===== src/rtl/fetch_unit.sv =====
// fetch_unit: single-issue instruction fetch stage for a 24-bit ISA.
// Issues reads to a one-cycle-latency instruction memory and presents the
// returned word to decode with a valid/ready handshake. It handles stalls,
// halt, and same-cycle redirect (flush and refetch).
// Optional build macro FETCH_PERF_CNT_EN adds the saturating counters
// fetch_cnt and stall_cnt.
module fetch_unit #(
  parameter logic [23:0] RESET_PC = 24'h000000,
  parameter logic [23:0] PC_STEP  = 24'd3
) (
  input  logic        clk,
  input  logic        rst,
  output logic [23:0] imem_addr,
  output logic        imem_en,
  input  logic [23:0] imem_data,
  input  logic        halt,
  input  logic        redirect,
  input  logic [23:0] redirect_pc,
  input  logic        id_ready,
  output logic        id_valid,
  output logic [23:0] id_instr,
  output logic [23:0] id_pc
`ifdef FETCH_PERF_CNT_EN
  ,
  output logic [23:0] fetch_cnt,
  output logic [23:0] stall_cnt
`endif
);

  typedef enum logic [1:0] {
    IDLE,
    RUN,
    HALTED
  } state_e;

  state_e      state_q, state_d;
  logic [23:0] pc_q, pc_d;
  logic        inflight_q, inflight_d;
  logic [23:0] inflightPc_q, inflightPc_d;
  logic        issue;

  // Fetch issue decision: a redirect always refetches, otherwise issue only when running and the output slot frees up.
  always_comb begin
    issue = 1'b0;
    if (!rst) begin
      if (redirect && (state_q == RUN || state_q == HALTED)) begin
        issue = 1'b1;
      end else if (state_q == RUN && !halt && (!inflight_q || id_ready)) begin
        issue = 1'b1;
      end
    end
  end

  assign imem_en   = issue;
  assign imem_addr = redirect ? redirect_pc : pc_q;

  assign id_valid  = inflight_q;
  assign id_instr  = imem_data;
  assign id_pc     = inflightPc_q;

  // Control FSM next state: leave IDLE right after reset, halt stops issue, and only a redirect resumes.
  always_comb begin
    state_d = state_q;
    case (state_q)
      IDLE:    state_d = RUN;
      RUN:     if (halt && !redirect) state_d = HALTED;
      HALTED:  if (redirect) state_d = RUN;
      default: state_d = IDLE;
    endcase
  end

  // Next fetch address and in-flight tracking: a new issue replaces the slot, and an accepted word empties it.
  always_comb begin
    pc_d         = pc_q;
    inflight_d   = inflight_q;
    inflightPc_d = inflightPc_q;
    if (issue) begin
      pc_d         = imem_addr + PC_STEP;
      inflight_d   = 1'b1;
      inflightPc_d = imem_addr;
    end else if (id_ready) begin
      inflight_d   = 1'b0;
    end
  end

  // State and datapath registers with synchronous reset.
  always_ff @(posedge clk) begin
    if (rst) begin
      state_q      <= IDLE;
      pc_q         <= RESET_PC;
      inflight_q   <= 1'b0;
      inflightPc_q <= 24'h000000;
    end else begin
      state_q      <= state_d;
      pc_q         <= pc_d;
      inflight_q   <= inflight_d;
      inflightPc_q <= inflightPc_d;
    end
  end

`ifdef FETCH_PERF_CNT_EN
  logic [23:0] fetchCnt_q, fetchCnt_d;
  logic [23:0] stallCnt_q, stallCnt_d;

  // Saturating counters: issued fetches, and cycles where decode refused a valid word.
  always_comb begin
    fetchCnt_d = fetchCnt_q;
    stallCnt_d = stallCnt_q;
    if (issue && fetchCnt_q != 24'hFFFFFF) begin
      fetchCnt_d = fetchCnt_q + 24'd1;
    end
    if (inflight_q && !id_ready && stallCnt_q != 24'hFFFFFF) begin
      stallCnt_d = stallCnt_q + 24'd1;
    end
  end

  // Counter registers, cleared by reset.
  always_ff @(posedge clk) begin
    if (rst) begin
      fetchCnt_q <= 24'h000000;
      stallCnt_q <= 24'h000000;
    end else begin
      fetchCnt_q <= fetchCnt_d;
      stallCnt_q <= stallCnt_d;
    end
  end

  assign fetch_cnt = fetchCnt_q;
  assign stall_cnt = stallCnt_q;
`endif

endmodule


===== config.mk =====
export PLATFORM = sky130hd
export DESIGN_NAME = fetch_unit
export DESIGN_NICKNAME = d
export VERILOG_FILES = /design/src/rtl/fetch_unit.sv
export SDC_FILE = /design/constraint.sdc
export NUM_CORES = 1
export LEC_CHECK = 0
export ABC_AREA = 0
export CORE_ASPECT_RATIO = 0.5
export CORE_UTILIZATION = 46
export DETAILED_ROUTE_END_ITERATION = 10
export GPL_ROUTABILITY_DRIVEN = 0
export PLACE_DENSITY_LB_ADDON = 0.1
export SKIP_CTS_REPAIR_TIMING = 1
export SLEW_MARGIN = 20
export SYNTH_ARGS = -nofsm -noshare
export SYNTH_HDL_FRONTEND = slang
export SYNTH_SLANG_ARGS = --single-unit

===== constraint.sdc =====
create_clock -name clk -period 6.1 [get_ports clk]
set_input_delay 1.22 -clock clk [delete_from_list [all_inputs] [get_ports clk]]
set_output_delay 1.22 -clock clk [all_outputs]
set_load 0.05 [all_outputs]

# --- After elaboration in Yosys (flattened, before gate mapping) ---
# Index checks and enable logic that the tools add are counted.
# Widths: inputs -> output; s select.
totals:
  register_bits: 51
  in_bits: 53
  wordCells: 30
op_classes:
  n_addsub: 1
  n_eq_ne: 4
  muxes: 9
  n_reduce_logical: 12
op_table:
  columns: ["op", "n"]
  rows:
  - ["$add 24x2->24 const B", 1]
  - ["$mux 24", 1]
  - ["$pmux 2 s3", 1]
  - ["$mux 1", 5]
  - ["$logic_and 1x1->1", 4]
  - ["$mux 2", 2]
  - ["$logic_not 1->1", 3]
  - ["$eq 2x1->1 const B", 1]
  - ["$eq 2x2->1 const B", 1]
  - ["$logic_not 2->1", 1]
  - ["$logic_or 1x1->1", 2]
  - ["$ne 2x1->1 const B", 1]
  - ["$ne 2x2->1 const B", 1]
  - ["$reduce_and 2->1", 1]
  - ["$reduce_bool 2->1", 1]

# --- Depth between registers and ports, before layout ---
depth:
  ltp_word: 7
  ltp_mapped: 11
  mapped_depth_nobuf: 7

# --- Least setup slack after synthesis ---
# Ideal clock, no wire load.
synth_path:
  path_type: "input-to-reg"
  start: "input redirect"
  end: "register pc_q[14]"
  setup_time_ns: 0.122
  arrival_ns: 3.605
  required_ns: 5.978
  setup_slack_ns: 2.373
  stages: 11
  path_buffers: 4
  cell_sequence: "buf_6 -> buf_6 -> buf_2 -> buf_2 -> mux2_2 -> inv_1 -> ha_1 -> a211oi_4 -> nand3_1 -> and4_1 -> a311o_1"
synth_between:
  word_cells_on_any_way: 5
  classes_between: "add/sub (1); mux (3); reduce/logical (1)"
synth_rtl:
  columns: ["element", "line", "text"]
  rows:
  - ["start: declaration", "17", "input logic redirect,"]
  - ["$mux 24", "55", "assign imem_addr = redirect ? redirect_pc : pc_q;"]
  - ["via imem_addr[0]", "13", "output logic [23:0] imem_addr,"]
  - ["$add 24x2->24", "78", "pc_d = imem_addr + PC_STEP;"]
  - ["end signal: assignment", "95", "pc_q <= pc_d;"]
  - ["end: declaration", "37", "logic [23:0] pc_q, pc_d;"]
# The timed path passes the listed nets, and every way through them passes these cells.
# A chain may end at the register's enable or synchronous reset.

# --- Worst setup path after layout ---
layout_path:
  start: "input redirect"
  end: "output imem_addr[21]"
layout_between:
  elab_chain_cells: 1
layout_lines:
  columns: ["element", "line"]
  rows:
  - ["$mux 24", "55"]
  - ["end: declaration", "13"]
# Every way passes these cells.

==> impl_metrics.sql <==
INSERT INTO impl_metrics (metric_group, metric, value, unit) VALUES
('run_status', 'run_status', 'complete, no violations', ''),
('logic_synthesis', 'async_flop_share', '0', ''),
('cts', 'cts_tree', 'done', ''),
('power_and_ir_drop', 'power_per_cell_area', '494.8', 'nW/um^2'),
('die', 'design.core.area', '6206', 'um^2'),
('global_route', 'initial_antenna_violation_count', '0', ''),
('cells_and_area', 'final_cells', '496', ''),
('power_and_ir_drop', 'static_leak', '1.451', 'nW'),
('sta', 'report.final.setup_viol', '0', ''),
('cells_and_area', 'utilization', '0.6119', ''),
('global_route', 'grt_pass1_wl', '12.28', 'mm'),
('cts', 'clkTransAtPathRegs', '0.07', 'ns'),
('cells_and_area', 'n_antenna_cell', '0', ''),
('detailed_routing', 'drc', '0', ''),
('cts', 'clock_path_buffers', '2', ''),
('logic_synthesis', 'post_synth_main_area_contributors', 'sky130_fd_sc_hd__dfxtp_1 (34%), sky130_fd_sc_hd__mux2i_1 (6.3%), sky130_fd_sc_hd__buf_4 (6.0%)', ''),
('cts', 'cts_sinks', '51', ''),
('placed_design', 'worst_case_setup_slack_after_placement', '1.409', 'ns'),
('die', 'initial_standard_cell_utilization_of_the_core', '0.4857', ''),
('die', 'die_area', '6900', 'um^2'),
('logic_synthesis', 'synth_edf_count', '0', ''),
('cells_and_area', 'area.sequential', '1021', 'um^2'),
('critical_path', 'critPathSlowestCell', 'sky130_fd_sc_hd__buf_2', ''),
('power_and_ir_drop', 'max-vdd-ir-drop', '262.6', 'uV'),
('sta', 'layout_min_cycle_time', '4.774', 'ns'),
('sta', 'clock-skew-final', '0.003424', 'ns'),
('critical_path', 'crit_path_end_kind', 'primary output', ''),
('detailed_routing', 'avgViaCountPerCell', '5.573', ''),
('critical_path', 'setup.worst_path.start_class', 'input pin', ''),
('logic_synthesis', 'yosysWarningCount', '0', ''),
('power_and_ir_drop', 'seqPwrFrac', '0.281', ''),
('critical_path', 'worst-endpoint-arrival', '3.55', 'ns'),
('power_and_ir_drop', 'p_int', '971.8', 'uW'),
('sta', 'slew_worst_pin', '1.079', 'ns'),
('logic_synthesis', 'yosys.cell_types.count', '51', ''),
('detailed_routing', 'drtPass1Iterations', '4', ''),
('sta', 'rsz_0062_raised_after_global_routing', 'no', ''),
('placed_design', 'post-place-cells', '488', ''),
('cells_and_area', 'finalNetCount', '465', ''),
('critical_path', 'cp_num_buf_inv', '3', ''),
('logic_synthesis', 'synth-seq-area-share', '0.3387', ''),
('logic_synthesis', 'yosys.area.top_type_share', '0.3387', ''),
('detailed_routing', 'routed-via-count', '2764', ''),
('logic_synthesis', 'synth.cell_area', '3014', 'um^2'),
('sta', 'post_layout_worst_setup_margin', '1.326', 'ns'),
('detailed_routing', 'totalWireLength', '7.715', 'mm'),
('detailed_routing', 'ant_nets', '0', ''),
('sta', 'period_share', '0.7827', ''),
('cts', 'clk-insertion-delay-late', '0.29', 'ns'),
('logic_synthesis', 'cell_type_with_the_largest_total_area_after_synthesis', 'sky130_fd_sc_hd__dfxtp_1', ''),
('logic_synthesis', 'synthCells', '365', ''),
('sta', 'fmax', '0.2095', 'GHz'),
('cells_and_area', 'number_of_filler_instances_in_the_final_layout', '575', ''),
('placed_design', 'detailed_place_hpwl', '5.437', 'mm'),
('global_route', 'pin_count_of_the_biggest_net_entering_global_routing', '69', ''),
('critical_path', 'cpPeakStageDelay', '0.78', 'ns'),
('global_route', 'global_route_usage_over_all_layers', '0.2308', ''),
('critical_path', 'worst-setup-path-type', 'in -> out', ''),
('sta', 'timing.final.hold_violations', '0', ''),
('critical_path', 'worst-endpoint-required', '4.88', 'ns'),
('sta', 'maxSlewHeadroom', '0.2809', ''),
('logic_synthesis', 'synthFlopType', 'sky130_fd_sc_hd__dfxtp_1', ''),
('logic_synthesis', 'synth.most_common_cell', 'sky130_fd_sc_hd__dfxtp_1', ''),
('die', 'num_io_pins', '127', ''),
('logic_synthesis', 'synth_nets', '423', ''),
('job', 'max_capacitance_violation_count', '0', ''),
('die', 'fp-row-count', '20', ''),
('logic_synthesis', 'ys_seq_elements', '51', ''),
('cells_and_area', 'multi_input_comb_area', '1615', 'um^2'),
('cts', 'tritoncts.num_buffers', '5', ''),
('sta', 'hold_ws', '0.4593', 'ns');
-- area by class of cell --
cell class,count,area share
Clock buffer,7,0.04020
Clock inverter,1,0.001977
Inverter,26,0.02570
Multi-Input combinational cell,242,0.4254
Sequential cell,51,0.2689
Tap cell,88,0.02900
Timing Repair Buffer,81,0.2089
-- registers in the layout (all words and copies together), names as in the netlist --
register	cells
id_valid	1
id_pc	24
state_q	2
pc_q	24
-- power by group through the flow --
stage               clock (mW)  sequential (mW)  combinational (mW)
CTS                      0.309            0.528                1.05
global placement             0            0.529                1.04
detailed placement           0            0.536                1.05
global route             0.323            0.542                1.13
finish                   0.306            0.528                1.05
floorplan                    0            0.777               0.537
-- layer usage --
metal | up-vias | track usage | routed length, um
met5 | - | 0 | 0
met4 | 0 | 0.1044 | 226
met3 | 30 | 0.04806 | 514
met1 | 1260 | 0.3061 | 3466
li1 | 1384 | - | -
met2 | 90 | 0.3652 | 3508
-- logic make-up (layout without fill, tap and decap cells) --
group	Yosys count	in the layout	share of synthesized area
AO/OA/AOI/OAI	75	75	0.1910
AND/OR/NAND/NOR	132	132	0.2221
flip-flops	51	51	0.3387
multiplexers	24	24	0.08177
adder cells (fa/ha/maj)	5	5	0.02076
XOR/XNOR	6	6	0.01743
buffers and inverters	72	115	0.1283
-- final timing paths --
check | from | end | slack (ns) | cells after the start
worst max-delay path | redirect | imem_addr[21] | 1.33 | 5
worst min-delay path | pc_q[8]$_SDFFE_PP0P_ | pc_q[8]$_SDFFE_PP0P_ | 0.46 | 2
worst max register to register | pc_q[5]$_SDFFE_PP0P_ | pc_q[23]$_SDFFE_PP0P_ | 3.81 | 5
worst min register to register | pc_q[8]$_SDFFE_PP0P_ | pc_q[8]$_SDFFE_PP0P_ | 0.46 | 2
-- worst min-delay path: stages (launching register included) --
cell and delay, ns:
sky130_fd_sc_hd__dfxtp_1 0.31, sky130_fd_sc_hd__nand2_1 0.05, sky130_fd_sc_hd__a21oi_1 0.05
-- cells in the final DEF, fill, tap and decap left out, types with 5 or more instances in the layout --
cell,netlist,final
sky130_fd_sc_hd__a211oi_1,23,23
sky130_fd_sc_hd__a21oi_1,10,10
sky130_fd_sc_hd__clkbuf_16,0,5
sky130_fd_sc_hd__clkdlybuf4s50_1,0,76
sky130_fd_sc_hd__dfxtp_1,51,51
sky130_fd_sc_hd__ha_1,5,5
sky130_fd_sc_hd__inv_1,25,25
sky130_fd_sc_hd__mux2_2,5,5
sky130_fd_sc_hd__mux2i_1,19,19
sky130_fd_sc_hd__nand2_1,29,29
sky130_fd_sc_hd__nand3_1,18,18
sky130_fd_sc_hd__nand4_1,12,12
sky130_fd_sc_hd__nor2_1,39,39
sky130_fd_sc_hd__nor3_1,10,10
sky130_fd_sc_hd__nor4_1,6,6
sky130_fd_sc_hd__o21ai_0,8,8
sky130_fd_sc_hd__xnor2_1,6,6
-- stage by stage --
stage                     power [mW]  instance area [um^2]
final                          1.879                  3797
after CTS                      1.887                  3797
after global placement         1.569                  3637
after floorplan                1.314                  3014
after global routing           1.997                  3797
after detailed placement       1.583                  3637
Power figures use the tool's default switching activity.
==> variant (config.mk and constraints unchanged) <==
Add a define of `FETCH_PERF_CNT_EN`.
--- a/src/rtl/fetch_unit.sv
+++ b/src/rtl/fetch_unit.sv
@@ -5,4 +5,6 @@
 // Optional build macro FETCH_PERF_CNT_EN adds the saturating counters
 // fetch_cnt and stall_cnt.
+`define FETCH_PERF_CNT_EN
+
 module fetch_unit #(
   parameter logic [23:0] RESET_PC = 24'h000000,
Function (old outputs only; new: fetch_cnt and stall_cnt): kept (Yosys induction, for registers that start in step).
==> variant against the unedited design <==
- sequential share of layout area up 1.8 points
- clock skew up 0.0066 ns
- critical path type unchanged
- power up 40%
- register-to-register slack worse by 0.47 ns
- synthesized cell count up 80%
- sequential cell count up 48
- cell area up 82%
- area after synthesis up 81%
- worst hold slack better by 0.024 ns
- largest power group unchanged
- setup slack better by 0.0019 ns
- routed wire length up 80%
==> variant: results (changes against the unedited design) <==
Logic synthesis
  • Seq/Total Area, Yosys: 0.364 (+0.0252)
  • Top cell type's share of synthesized area: 0.364 (+0.0252)
  • Multiplexer area fraction after synthesis: 0.0639 (-0.0179)
  • Synth Area in Compound Gates: 0.156 (-0.0345)
  • Synth Area in XOR/XNOR: 0.0515 (+0.0340)
  • Syn Nets: 719 (+70%)
  • Area share of fa/ha/maj cells after synthesis: 0.0184 (-0.00237)
  • Synth Instances: 658 (+80%)
  • Synth cell types: 54 (+5.9%)

Placed design
  • Worst slack at placement: 1.29 ns (-0.120 ns)
  • I/O Buffers: 126 (+62%)
  • Placed cell area: 6580 sq um (+81%)
  • Hpwl dp: 9740 um (+79%)
  • Cell total after placement: 883 (+81%)

CTS
  • Clock insertion delay at the later pin of the skew report: 0.34 ns (+0.05 ns)
  • Htree depth: 3 (+1)
  • Num CTS Buffers: 9 (+4)

Route
  • Routed length on met2: 6310 um (+80%)
  • Via count: 5014 (+81%)
  • WL met1: 6490 um (+87%)
  • Initial DRT Pass Iterations: 5 (+1)
  • Wirelength per Cell: 15.4 um (-0.75%)
  • Detailed Route Iter0 Violations: 276 (+110%)
  • Met3 wire length: 893 um (+74%)

Critical path
  • Slowest-stage cell, CP: clkdlybuf4s50_1
  • Max FO, Critical Path: 33 (-33%)
  • CP max stage delay: 0.73 ns (-0.05 ns)

Power
  • VDD IR-drop max: 0.264 mV (+0.58%)
  • Combinational power share: 0.440 (-0.117)
  • Switching power total: 1110 uW (+23%)
  • Internal Power: 1520 uW (+56%)
  • Clock network power share: 0.229 (+0.066)
  • Leakage: 0.00250 uW (+72%)

Finish
  • Non-Filler Instances: 899 (+81%)
  • Fillers: 990 (+72%)
  • NumNets Final: 796 (+71%)
  • Fraction of layout cells with a size suffix above 1: 0.0568 (-0.0143)

Run status
  • Status: complete, no violations

GRT
  • GRT Util Overall: 0.228 (-0.00281)
  • First-pass GRT wire length: 22600 um (+84%)
  • Vias in the first global route: 4655 (+85%)

Timing
  • Worst slew margin: 0.366 (+0.0855)
  • Clk_skew: 0.0100 ns (+0.00657 ns)
-- variant: cell type report --
class / count / share of cell area
clock inverter: 3 / 0.00634
multi-input combinational: 459 / 0.431
tap: 159 / 0.0288
timing repair buffer: 132 / 0.188
inverter: 34 / 0.0185
sequential: 99 / 0.287
clock buffer: 13 / 0.0406
-- variant: path summary, 6_finish.rpt --
check                             from                         to  slack, ns  cells past startpoint
max reg2reg  fetch_cnt[0]$_SDFFE_PP0P_  fetch_cnt[7]$_SDFFE_PP0P_       3.34                      6
min reg2reg       pc_q[4]$_SDFFE_PP0P_       pc_q[4]$_SDFFE_PP0P_       0.48                      2
min               pc_q[4]$_SDFFE_PP0P_       pc_q[4]$_SDFFE_PP0P_       0.48                      2
max                           redirect              imem_addr[10]       1.33                      5
-- variant: metal layers --
layer	GRT usage	up-vias
li1	-	2536
met4	0.0657	0
met1	0.287	2300
met5	0	-
met3	0.0600	29
met2	0.384	149
